[config.mk]
export PLATFORM = sky130hd
export DESIGN_NAME = sprite_datapath
export DESIGN_NICKNAME = d
export VERILOG_FILES = /design/src/rtl/sprite_datapath.sv
export SDC_FILE = /design/constraint.sdc
export NUM_CORES = 1
export LEC_CHECK = 0
export BUFFER_PORTS_ARGS = -buffer_cell sky130_fd_sc_hd__buf_2
export CORE_UTILIZATION = 38
export CTS_CLUSTER_DIAMETER = 150
export DETAILED_ROUTE_END_ITERATION = 10
export MAX_ROUTING_LAYER = met4
export RECOVER_POWER = 100
export SLEW_MARGIN = 15
export SYNTH_ARGS = -nofsm -noshare
export SYNTH_HDL_FRONTEND = slang
export SYNTH_SLANG_ARGS = --single-unit
[constraint.sdc]
create_clock -name clk -period 3.1 [get_ports clk]
set_clock_uncertainty 0.15 [all_clocks]
set_input_delay 0.62 -clock clk [delete_from_list [all_inputs] [get_ports clk]]
set_output_delay 0.62 -clock clk [all_outputs]
set_load 0.02 [all_outputs]
[src/rtl/sprite_datapath.sv]
// Sprite raster-scan datapath: walks a SPRITE_W x SPRITE_H block at the sprite
// position, owns position/velocity state and reports scan completion and edge hits.
module sprite_datapath #(
  parameter int         SPRITE_W    = 16,
  parameter int         SPRITE_H    = 16,
  parameter int         SCREEN_W    = 160,
  parameter int         SCREEN_H    = 120,
  parameter int         X_INIT      = 72,
  parameter int         Y_INIT      = 52,
  parameter int         STEP        = 1,
  parameter logic [2:0] DRAW_COLOUR = 3'b111,
  parameter logic [2:0] BG_COLOUR   = 3'b000
) (
  input  logic       clk,
  input  logic       reset_n,
  input  logic       datapath_en,
  input  logic [1:0] op,
  input  logic       load_coord,
  input  logic       move_en,
  input  logic [1:0] steer,
  output logic [7:0] x_out,
  output logic [6:0] y_out,
  output logic [2:0] colour,
  output logic       done,
  output logic       touch_edge
);

  localparam int CXW = $clog2(SPRITE_W);
  localparam int CYW = $clog2(SPRITE_H);
  localparam logic signed [9:0] X_LIM  = 10'(SCREEN_W - SPRITE_W);
  localparam logic signed [9:0] Y_LIM  = 10'(SCREEN_H - SPRITE_H);
  localparam logic signed [9:0] STEP_S = 10'(STEP);

  logic [CXW-1:0] cx;
  logic [CYW-1:0] cy;
  logic [7:0]     pos_x;
  logic [6:0]     pos_y;
  logic           dx_neg;
  logic           dy_neg;
  logic [1:0]     pend;

  logic                cx_last, cy_last, steer_valid, dx_eff;
  logic signed [9:0]   x_raw, y_raw;
  logic                x_hit, y_hit;
  logic [7:0]          x_new;
  logic [6:0]          y_new;

  // Unclamped one-step move, kept signed and wide so it can neither wrap nor underflow.
  function automatic logic signed [9:0] raw_step(input logic [8:0] pos, input logic neg);
    logic signed [9:0] p;
    p = $signed({1'b0, pos});
    raw_step = neg ? (p - STEP_S) : (p + STEP_S);
  endfunction

  function automatic logic signed [9:0] sat_pos(input logic signed [9:0] v,
                                                input logic signed [9:0] lim);
    if (v > lim)
      sat_pos = lim;
    else if (v[9])
      sat_pos = '0;
    else
      sat_pos = v;
  endfunction

  assign cx_last     = (cx == CXW'(SPRITE_W - 1));
  assign cy_last     = (cy == CYW'(SPRITE_H - 1));
  assign done        = datapath_en & cx_last & cy_last;
  assign x_out       = pos_x + 8'(cx);
  assign y_out       = pos_y + 7'(cy);
  assign colour      = (op == 2'b00) ? DRAW_COLOUR : BG_COLOUR;
  assign steer_valid = move_en & ((steer == 2'b01) | (steer == 2'b10));

  // A pending steer overrides the horizontal direction for the step it is consumed by.
  always_comb begin
    dx_eff = dx_neg;
    if (pend == 2'b01)
      dx_eff = 1'b1;
    else if (pend == 2'b10)
      dx_eff = 1'b0;
    x_raw = raw_step({1'b0, pos_x}, dx_eff);
    y_raw = raw_step({2'b00, pos_y}, dy_neg);
    x_hit = (x_raw > X_LIM) | x_raw[9];
    y_hit = (y_raw > Y_LIM) | y_raw[9];
    x_new = 8'(sat_pos(x_raw, X_LIM));
    y_new = 7'(sat_pos(y_raw, Y_LIM));
  end

  always_ff @(posedge clk or negedge reset_n) begin
    if (!reset_n) begin
      cx         <= '0;
      cy         <= '0;
      pos_x      <= 8'(X_INIT);
      pos_y      <= 7'(Y_INIT);
      dx_neg     <= 1'b0;
      dy_neg     <= 1'b0;
      pend       <= 2'b00;
      touch_edge <= 1'b0;
    end else begin
      if (!datapath_en) begin
        cx <= '0;
        cy <= '0;
      end else begin
        cx <= cx + 1'b1;
        if (cx_last)
          cy <= cy + 1'b1;
      end

      // A fresh sample taken alongside a step survives the clear and applies to the next step.
      if (steer_valid)
        pend <= steer;
      else if (load_coord)
        pend <= 2'b00;

      if (load_coord) begin
        pos_x      <= x_new;
        dx_neg     <= dx_eff ^ x_hit;
        pos_y      <= y_new;
        dy_neg     <= dy_neg ^ y_hit;
        touch_edge <= y_hit & ~dy_neg;
      end
    end
  end

endmodule

==> Word level (Yosys, flattened, before mapping) <==
Index checks and enable logic that the tools add are counted.
{ "word_totals": {"reg_bits": 28, "inputBits": 9, "out_inout_bits": 20, "word_cells": 51} }
{ "op_classes": {"add_sub_neg": 8, "magnitude_cmp": 2, "n_eq_ne": 7, "muxes": 14, "n_bitwise": 10, "reduce_logical": 2} }
{ "ops": {"columns": ["op", "n"], "rows": [
  ["10-bit 2-to-1 mux", 2],
  ["8-bit 2-to-1 mux", 2],
  ["7-bit 2-to-1 mux", 2],
  ["4-bit 2-to-1 mux", 3],
  ["10-bit by 8-bit greater-than comparator with 1-bit output (second input constant)", 1],
  ["10-bit by 9-bit greater-than comparator with 1-bit output (second input constant)", 1],
  ["8-bit by 1-bit adder with 9-bit output (second input constant)", 1],
  ["8-bit by 1-bit subtractor with 9-bit output (second input constant)", 1],
  ["4-bit by 1-bit adder with 4-bit output (second input constant)", 2],
  ["7-bit by 1-bit adder with 8-bit output (second input constant)", 1],
  ["8-bit by 4-bit adder with 8-bit output", 1],
  ["4-bit equality test (second input constant)", 2],
  ["7-bit by 1-bit subtractor with 8-bit output (second input constant)", 1],
  ["7-bit by 4-bit adder with 7-bit output", 1],
  ["1-bit bitwise AND", 4],
  ["2-bit by 1-bit equality test with 1-bit output (second input constant)", 2],
  ["2-bit equality test (second input constant)", 2],
  ["2-bit 2-to-1 mux", 2],
  ["3-bit 2-to-1 mux", 1],
  ["1-bit OR", 3],
  ["2-bit zero test", 1],
  ["1-bit 2-to-1 mux", 2],
  ["2-bit by 1-bit inequality test with 1-bit output (second input constant)", 1],
  ["2-bit nonzero test", 1],
  ["2 further kinds", 3]
]} }

==> Longest topological paths before layout <==
Gate-level depths: netlist of run 1.
{ "logic_depth": {"word_depth": 7, "depth_mapped": 10, "depth_no_buf": 10} }

==> Worst setup path after synthesis of run 1 <==
OpenSTA, ideal clock, no wires.
{ "synth_path": {"kind": "register to output", "from": "register pos_y[0]", "to": "output y_out[6]", "arrival_time_ns": 1.826, "required_time_ns": 2.330, "slack_ns": 0.504, "stages_incl_launch_ff": 9, "n_path_buf": 0, "path_cell_list": "dfrtp_1 -> ha_1 -> inv_1 -> fa_1 -> nor2b_1 -> o21ai_0 -> nand2b_1 -> nand3_1 -> xnor2_1"} }
{ "synth_between": {"elab_chain_len": 1} }
{ "synth_rtl": {"columns": ["item", "line_no", "source"], "rows": [
  ["start: declaration", "37", "logic [6:0] pos_y;"],
  ["start signal: assignment", "93", "pos_y <= 7'(Y_INIT);"],
  ["start signal: assignment", "117", "pos_y <= y_new;"],
  ["7-bit by 4-bit adder with 7-bit output", "69", "assign y_out = pos_y + 7'(cy);"],
  ["end: declaration", "22", "output logic [6:0] y_out,"]
]} }
Every way passes these cells.

==> Final worst setup path of run 1 <==
{ "layout_path": {"from": "register pos_x[0]", "to": "output x_out[6]"} }
{ "layout_between": {"elab_chain_len": 1} }
{ "layout_rtl": {"columns": ["item", "line_no", "source"], "rows": [
  ["start: declaration", "36", "logic [7:0] pos_x;"],
  ["start signal: assignment", "92", "pos_x <= 8'(X_INIT);"],
  ["start signal: assignment", "115", "pos_x <= x_new;"],
  ["8-bit by 4-bit adder with 8-bit output", "68", "assign x_out = pos_x + 8'(cx);"],
  ["end: declaration", "21", "output logic [7:0] x_out,"]
]} }
Every way passes these cells.

==> reports/metrics.csv, run 1 <==
metric,value,unit
grt_max_degree,29,
clk_pin_slew_worst_paths,0.09,ns
tightest_slew,1.57,ns
syn2layout_area_growth,6.69,%
ys.flop_type,dfrtp_1,
fmaxAchievable,0.346,GHz
reg2reg_slack,0.28,ns
r2r-start,pos_x[4],
min_delay_path_depth,1,
gp_congestion,0.861,
hold_violations,0,
syn_nets,300,
drtAntennaViolNets,0,
fp.dieW,82.6,um
crit_path_start,pos_x[0],
async_flop_share,100,%
r2r_end,pos_x[6],
portBuffers,28,
finalNetCount,319,
maxSlewHeadroom,-4.41,%
fp.dieH,82.6,um
setup_tns,0,ns
clock_path_buffers,2,
synth_edf_count,0,
cts_buffers,3,
cp-endpoint,x_out[6],
final_cell_count_no_fill,369,
wl,5.22,mm
power_leakage,1.09,nW
clk_latency,0.27,ns
grt_pass1_vias,1935,
avgSynthCellArea,9.01,um2
critPathLaunchType,flip-flop,
dp.cells,365,
grtUsageMet3,1.32,%
antenna_found_initial,0,
worstPathRequired,2.33,ns
syn_inst,274,
critical-path-top-delay-family,adder cells,
remaining_drc_errors,0,
yosysWarnings,0,
holdBufCountCts,0,
crit_type,reg2out,
coreArea,0.00631,mm2
rows,29,
cp_max_fo,6,
grtUsageTotal,17.3,%
wire_per_inst,14.2,um
grt_pass1_wl,9.00,mm
dr.pass1.iters,4,
cp_data_arrival_time,2.12,ns
cts_setup_buffers,0,
met1_usage,22.6,%
synth-seq-area-share,28.6,%
drv_slew,29,
initial_core_util,39.1,%
worstPathCellList,ha_1 -> inv_1 -> fa_1 -> nor2b_1 -> o21ai_0 -> nand2b_1 -> nand3_1 -> xnor2_1 -> buf_2,
antenna_cells,0,
final-setup-viol-count,0,
cts_tree,done,
cts_root_buffer,clkbuf_8,
cts_resized,0,
worst_path_largest_cell_delay,0.44,ns
powerDensity,940,mW/mm2
syn_area,0.00247,mm2
num_vias,2015,
clkSinkCount,28,
drt-initial-drc-count,54,
grt_use_met2,28.9,%
cp_num_buf_inv,2,
io_pins,29,
r2r_cells,7,
vdd_drop_max,0.430,mV
status,"finished, violations left",
ys_types,69,
cts_htree_levels,1,
crit_path_end_kind,primary output,
rsz0062_at_grt,false,
crit_path_top_delay_cell,dfrtp_1,
vias_per_cell,5.46,
gr-total-overflow,0,
fp.dieArea,0.00682,mm2
synth-seq-cells,28,
post-dp-hpwl,4.00,mm
period_needed,2.89,ns
path_depth,9,
violations,"capacitance limit, slew limit",
drive_gt1_share,13.7,%
top_usage_layer,met2,
period_share,93.3,%
cap_violations,1,
hp-class,reg2reg,
==> Yosys cell counts, types with 5 or more instances <==
cell / instances / area, um2
xnor2_1: 20 / 175
nor3_1: 5 / 25.0
nor2b_1: 9 / 56.3
xor2_1: 6 / 52.6
mux2i_1: 6 / 60.1
a31oi_1: 7 / 43.8
nand3_1: 11 / 55.1
nand2b_1: 5 / 31.3
nand2_1: 18 / 67.6
buf_4: 5 / 37.5
and2_1: 8 / 50.1
dfrtp_1: 23 / 576
o21ai_0: 10 / 50.1
nor2_1: 14 / 52.6
a21oi_1: 11 / 55.1
inv_1: 17 / 63.8
dfstp_2: 5 / 131
ha_1: 15 / 188
nand4_1: 6 / 37.5
==> per-layer routing <==
metal,part of all wire (%),routed length [um],vias up
met1,49,2580,956
met4,0.75,39,0
met5,0,0,-
met2,48,2490,28
li1,-,-,1027
met3,2.1,111,4
==> where the power goes <==
part / leakage [nW] / internal, mW / switching (mW)
sequential: 0.342 / 0.502 / 0.256
clock: 0.0288 / 0.114 / 0.113
combinational: 0.723 / 0.654 / 0.838
==> worst min-delay path by stage <==
| stage | to | from | slack, ns |
|---|---|---|---|
| after floorplan | cx[0] | reset_n | 0.17 |
| after global placement | cx[0] | cx[0] | 0.34 |
| after detailed placement | cx[0] | cx[0] | 0.34 |
| after CTS | cy[2] | reset_n | 0.23 |
| after global routing | pend[0] | steer[1] | 0.39 |
| final | cx[0] | cx[0] | 0.35 |
==> cells by family (layout without fill, tap and decap cells) <==
logic type	Yosys count	in the layout	synth area share, %
AND/OR/NAND/NOR	100	100	24.1
adder cells (fa/ha/maj)	17	17	9.22
buffers and inverters	32	50	6.08
flip-flops	28	28	28.6
XOR/XNOR	26	26	9.22
multiplexers	8	8	3.35
AO/OA/AOI/OAI	63	63	19.4
==> sequential cells by signal (all words and copies together) (netlist names) <==
register / flops
dx_neg: 1
dy_neg: 1
cx: 4
cy: 4
pos_y: 7
pend: 2
pos_x: 8
touch_edge: 1
==> stage by stage <==
step / hold slack [ns] / setup slack, ns / area, um2 / utilization (%) / total power [mW]
after floorplan: 0.174 / 0.504 / 2470 / - / 2.00
after global placement: 0.336 / 0.430 / 2620 / 41.5 / 2.29
after detailed placement: 0.336 / 0.345 / 2620 / 41.5 / 2.31
after CTS: 0.230 / 0.0979 / 2680 / 42.4 / 2.55
after global routing: 0.390 / 0.00215 / 2630 / 41.7 / 2.71
final: 0.349 / 0.207 / 2630 / 41.7 / 2.48
==> layout by cell type (no fill, tap or decap), types with 9 or more instances in the layout <==
cell type	Yosys	final
dfrtp_1	23	22
xnor2_1	20	20
nand2_1	18	18
clkbuf_1	4	18
inv_1	17	17
ha_1	15	15
nor2_1	14	14
a21oi_1	11	11
nand3_1	11	11
o21ai_0	10	10
nor2b_1	9	9
==> final cells by class <==
type,instances,area [um2]
repair buffers,28,118
well taps,77,96.3
flip-flops and latches,28,708
fillers,675,3680
inverters,18,67.6
multi-input cells,214,1590
clock buffers,4,55.1
No activity file was read; power rests on OpenSTA's default activity.
==> run 2, diff against run 1 <==
==> constraint.sdc (replaced) <==
create_clock -name clk -period 3.8 [get_ports clk]
set_clock_uncertainty 0.15 [all_clocks]
set_input_delay 0.76 -clock clk [delete_from_list [all_inputs] [get_ports clk]]
set_output_delay 0.76 -clock clk [all_outputs]
set_load 0.02 [all_outputs]
==> run 2 against run 1 <==
The flow still finishes with violations (capacitance limit, slew limit). Sequential cell count stayed put. Global-route usage is 0.12 points higher. Wire length is 0.11% higher. Worst hold slack worse by 0.0024 ns. Combinational power is 19% lower. Total power is 19% lower. Non-clock buffer count stayed put. Sequential power is 18% lower.
==> reports/metrics.csv, run 2 (synthesis results as in run 1) <==
metric,value,unit
multi_input_comb_area,0.00157,mm2
cap_violations,1,
period_share,83.0,%
holdBufCountCts,0,
total_power,2.00,mW
cts_root_buffer,clkbuf_8,
worstPathRequired,2.89,ns
largest_register,pos_x,
gr-total-overflow,0,
fmaxAchievable,0.317,GHz
io_pins,29,
cts_setup_buffers,0,
setup_tns,0,ns
initial_core_util,39.1,%
dr.pass1.iters,4,
n_fill_cell,669,
period_needed,3.16,ns
cp_max_fo,8,
remaining_drc_errors,0,
status,"finished, violations left",
fp.dieH,82.6,um
grt_pass1_vias,1964,
cts_buffers,3,
tightest_slew,1.54,ns
wl,5.23,mm
final-setup-viol-count,0,
gp_congestion,0.841,
crit_type,reg2out,
rsz0062_at_grt,false,
critPathLaunchType,flip-flop,
fp.dieW,82.6,um
post_dp_cell_area,0.00262,mm2
post-dp-hpwl,3.98,mm
grt_max_degree,29,
drt-initial-drc-count,63,
drive_gt1_share,10.3,%
largest_reg_flops,8,
power_leakage,1.07,nW
top_regs,"pos_x: 8 flops, pos_y: 7 flops",
cts_htree_levels,1,
antenna_found_initial,0,
maxSlewHeadroom,-2.95,%
design_area,0.00261,mm2
grt_pass1_wl,8.97,mm
grtUsageTotal,17.4,%
cp_data_arrival_time,2.25,ns
clkSinkCount,28,
num_vias,2031,
coreArea,0.00631,mm2
finalNetCount,319,
powerDensity,767,mW/mm2
drv_slew,29,
clk_latency,0.27,ns
vias_per_cell,5.50,
hold_violations,0,
drtAntennaViolNets,0,
vdd_drop_max,0.338,mV
crit_path_end_kind,primary output,
r2r_cells,7,
wire_per_inst,14.2,um
min_delay_path_depth,1,
cts_tree,done,
rows,29,
clock_path_buffers,2,
cts_resized,0,
regArea,707,um2
hp-class,reg2reg,
clk_pin_slew_worst_paths,0.09,ns
antenna_cells,0,
portBuffers,28,
final_cell_mix,"dfrtp_1 (23), clkbuf_1 (23), xnor2_1 (20)",
fp.dieArea,0.00682,mm2
violations,"capacitance limit, slew limit",
syn2layout_area_growth,5.63,%
## run 2: path summary, 6_finish.rpt
path                               start       end  slack (ns)
worst max-delay path            pos_y[0]  y_out[6]        0.64
worst min-delay path               cx[0]     cx[0]        0.35
worst max register to register  pos_x[4]  pos_x[5]        0.74
worst min register to register     cx[0]     cx[0]        0.35
max in group asynchronous        reset_n     cx[0]        1.91
min in group asynchronous        reset_n     cy[2]        0.71
## run 2: power by group
group          switching [mW]  internal (mW)
sequential              0.213          0.409
clock                  0.0895         0.0927
combinational           0.682          0.516
total                   0.984           1.02
## run 2: area by class of cell
type                    instances  area share, %
multi-input cells             214           60.2
flip-flops and latches         28           27.1
repair buffers                 28           4.27
well taps                      77           3.69
inverters                      18           2.59
clock buffers                   4           2.11
## run 2: layer usage
| layer | track usage [%] | up-vias | share of wire [%] |
|---|---|---|---|
| li1 | - | 1020 | - |
| met1 | 21.9 | 985 | 48 |
| met2 | 30.0 | 22 | 49 |
| met3 | 1.43 | 4 | 2.2 |
| met4 | 4.83 | 0 | 0.73 |
| met5 | - | - | 0 |
## run 2: critical path, stage by stage (launching register included)
cell and delay [ns]:
dfrtp_1 0.49, ha_1 0.22, inv_1 0.05, fa_1 0.41, nor2b_1 0.12, o21ai_0 0.08
nand2b_1 0.11, nand3_1 0.10, xnor2_1 0.15, clkbuf_1 0.25
## run 2: per-stage QoR
step	std cells	setup slack (ns)	util (%)	hold WS, ns
2_1_floorplan	274	1.06	-	0.307
3_3_place_gp	365	1.02	41.5	0.330
3_5_place_dp	365	1.00	41.5	0.333
4_1_cts	369	0.689	42.4	0.349
5_1_grt	369	0.446	41.3	0.396
6_report	369	0.644	41.3	0.346
==> run 3, diff against run 2 <==
==> constraint.sdc (replaced) <==
create_clock -name clk -period 2.6 [get_ports clk]
set_clock_uncertainty 0.15 [all_clocks]
set_input_delay 0.52 -clock clk [delete_from_list [all_inputs] [get_ports clk]]
set_output_delay 0.52 -clock clk [all_outputs]
set_load 0.02 [all_outputs]
==> run 3 against run 2 <==
The flow finishes with violations (capacitance limit, slew limit, setup timing). Register-to-register slack got worse by 0.68 ns. Clock-buffer cell count is the same. Wire length rose by 8.5%. Global-route usage is 0.70 points higher. Critical path type unchanged. Largest cell class unchanged.
==> reports/metrics.csv, run 3 (synthesis results as in run 1) <==
metric,value,unit
largest_reg_flops,8,
crit_path_end_kind,primary output,
worst_path_largest_cell_delay,0.42,ns
final_cell_mix,"buf_4 (37), dfrtp_1 (23), buf_2 (20)",
portBuffers,28,
initial_core_util,39.1,%
clkSinkCount,28,
syn2layout_area_growth,29.4,%
worstPathRequired,1.93,ns
fin_util,50.6,%
crit_type,reg2out,
status,"finished, violations left",
antenna_found_initial,0,
grt_pass1_wl,9.36,mm
antenna_cells,0,
final-setup-viol-count,3,
holdBufCountCts,0,
period_needed,2.64,ns
post-dp-hpwl,4.12,mm
tightest_slew,1.56,ns
cts_root_buffer,clkbuf_8,
timing.hold.ws,0.303,ns
hp-class,in2reg,
grtUsageTotal,18.1,%
violations,"capacitance limit, slew limit, setup timing",
grt_pass1_vias,2079,
cp_data_arrival_time,1.97,ns
hold_violations,0,
rows,29,
period_share,102,%
fp.dieH,82.6,um
fp.dieW,82.6,um
gp_congestion,0.836,
finalNetCount,359,
dp.cells,387,
dr.pass1.iters,4,
vias_per_cell,5.38,
cts_tree,done,
drive_gt1_share,38.0,%
cts_htree_levels,1,
wl,5.67,mm
vdd_drop_max,0.628,mV
total_power,3.75,mW
rsz0062_at_grt,true,
drtAntennaViolNets,0,
gr-total-overflow,0,
cp_num_buf_inv,1,
critPathLaunchType,flip-flop,
cts_buffers,3,
fmaxAchievable,0.378,GHz
dp_slack,0.0857,ns
remaining_drc_errors,0,
io_pins,29,
fp.dieArea,0.00682,mm2
coreArea,0.00631,mm2
critical-path-top-delay-family,compound AO/OA/AOI/OAI gates,
drv_slew,29,
num_vias,2202,
clock_path_buffers,2,
cap_violations,1,
top_regs,"pos_x: 8 flops, pos_y: 7 flops",
timing.final.ws_setup,-0.0424,ns
wire_per_inst,13.9,um
drt-initial-drc-count,85,
clk_latency,0.27,ns
layout_commonest_cell,buf_4,
powerDensity,1170,mW/mm2
final_cell_count_no_fill,409,
worstPathCellList,ha_1 -> a21o_1 -> a21oi_2 -> nor2b_2 -> o21ai_2 -> nor2_1 -> xor2_1 -> buf_4,
crit_path_top_delay_cell,dfrtp_1,
power_leakage,1.40,nW
maxSlewHeadroom,-4.02,%
grt_max_degree,29,
cp_max_fo,3,
largest_register,pos_x,
clk_pin_slew_worst_paths,0.10,ns
[run 3: changes by cell type in the layout (fill, tap and decap cells not counted), sizes merged]
cell	before	now
clkbuf	27	5
buf	5	67
[run 3: stage by stage]
step | TNS [ns] | cell area [um2]
final | -0.0628 | 3200
after global routing | -0.833 | 3200
after CTS | -0.154 | 2950
after detailed placement | 0 | 2790
after global placement | 0 | 2790
after floorplan | 0 | 2470
[run 3: power by group]
group | switching [mW] | internal, mW
logic | 1.37 | 1.34
clock network | 0.131 | 0.110
registers | 0.203 | 0.596
[run 3: worst paths after layout]
path | from | end | slack [ns] | depth (start not counted)
max | pos_x[1] | x_out[7] | -0.04 | 8
min | steer[1] | pend[0] | 0.30 | 2
max reg2reg | pos_x[0] | pos_x[0] | 0.06 | 11
min reg2reg | touch_edge | touch_edge | 0.37 | 1
max in group asynchronous | reset_n | pos_x[7] | 0.92 | 1
min in group asynchronous | reset_n | cy[2] | 0.47 | 1
[run 3: cell type report]
class	instances	area (um2)
fill	622	3120
multi-input combinational	214	1790
sequential	28	707
timing repair buffer	68	494
tap	77	96.3
inverter	18	67.6
clock buffer	4	45.0
[run 3: worst register-to-register path: stages, from the launching register on]
cell and delay (ns):
dfrtp_1 0.41, buf_6 0.12, buf_6 0.12, ha_4 0.15
buf_4 0.14, o22a_2 0.25, a21oi_2 0.14, and4b_1 0.24
a211o_4 0.37, buf_6 0.12, nand3_4 0.13, mux2i_1 0.10
[run 3: layer usage]
layer / vias up / GRT usage (%) / routed length, um
met4: 0 / 5.17 / 78
met3: 8 / 1.65 / 126
li1: 1110 / - / -
met5: - / - / 0
met2: 34 / 30.8 / 2810
met1: 1050 / 22.9 / 2660
[run 3: timing repair]
| item | in CTS | in global routing |
|---|---|---|
| resized for setup | 17 | 39 |
| setup buffers | 9 | 9 |
| hold endpoints to repair | 0 | 0 |
| pin swaps | 5 | 23 |
| setup endpoints to repair | 7 | 20 |
| cloned | 0 | 0 |
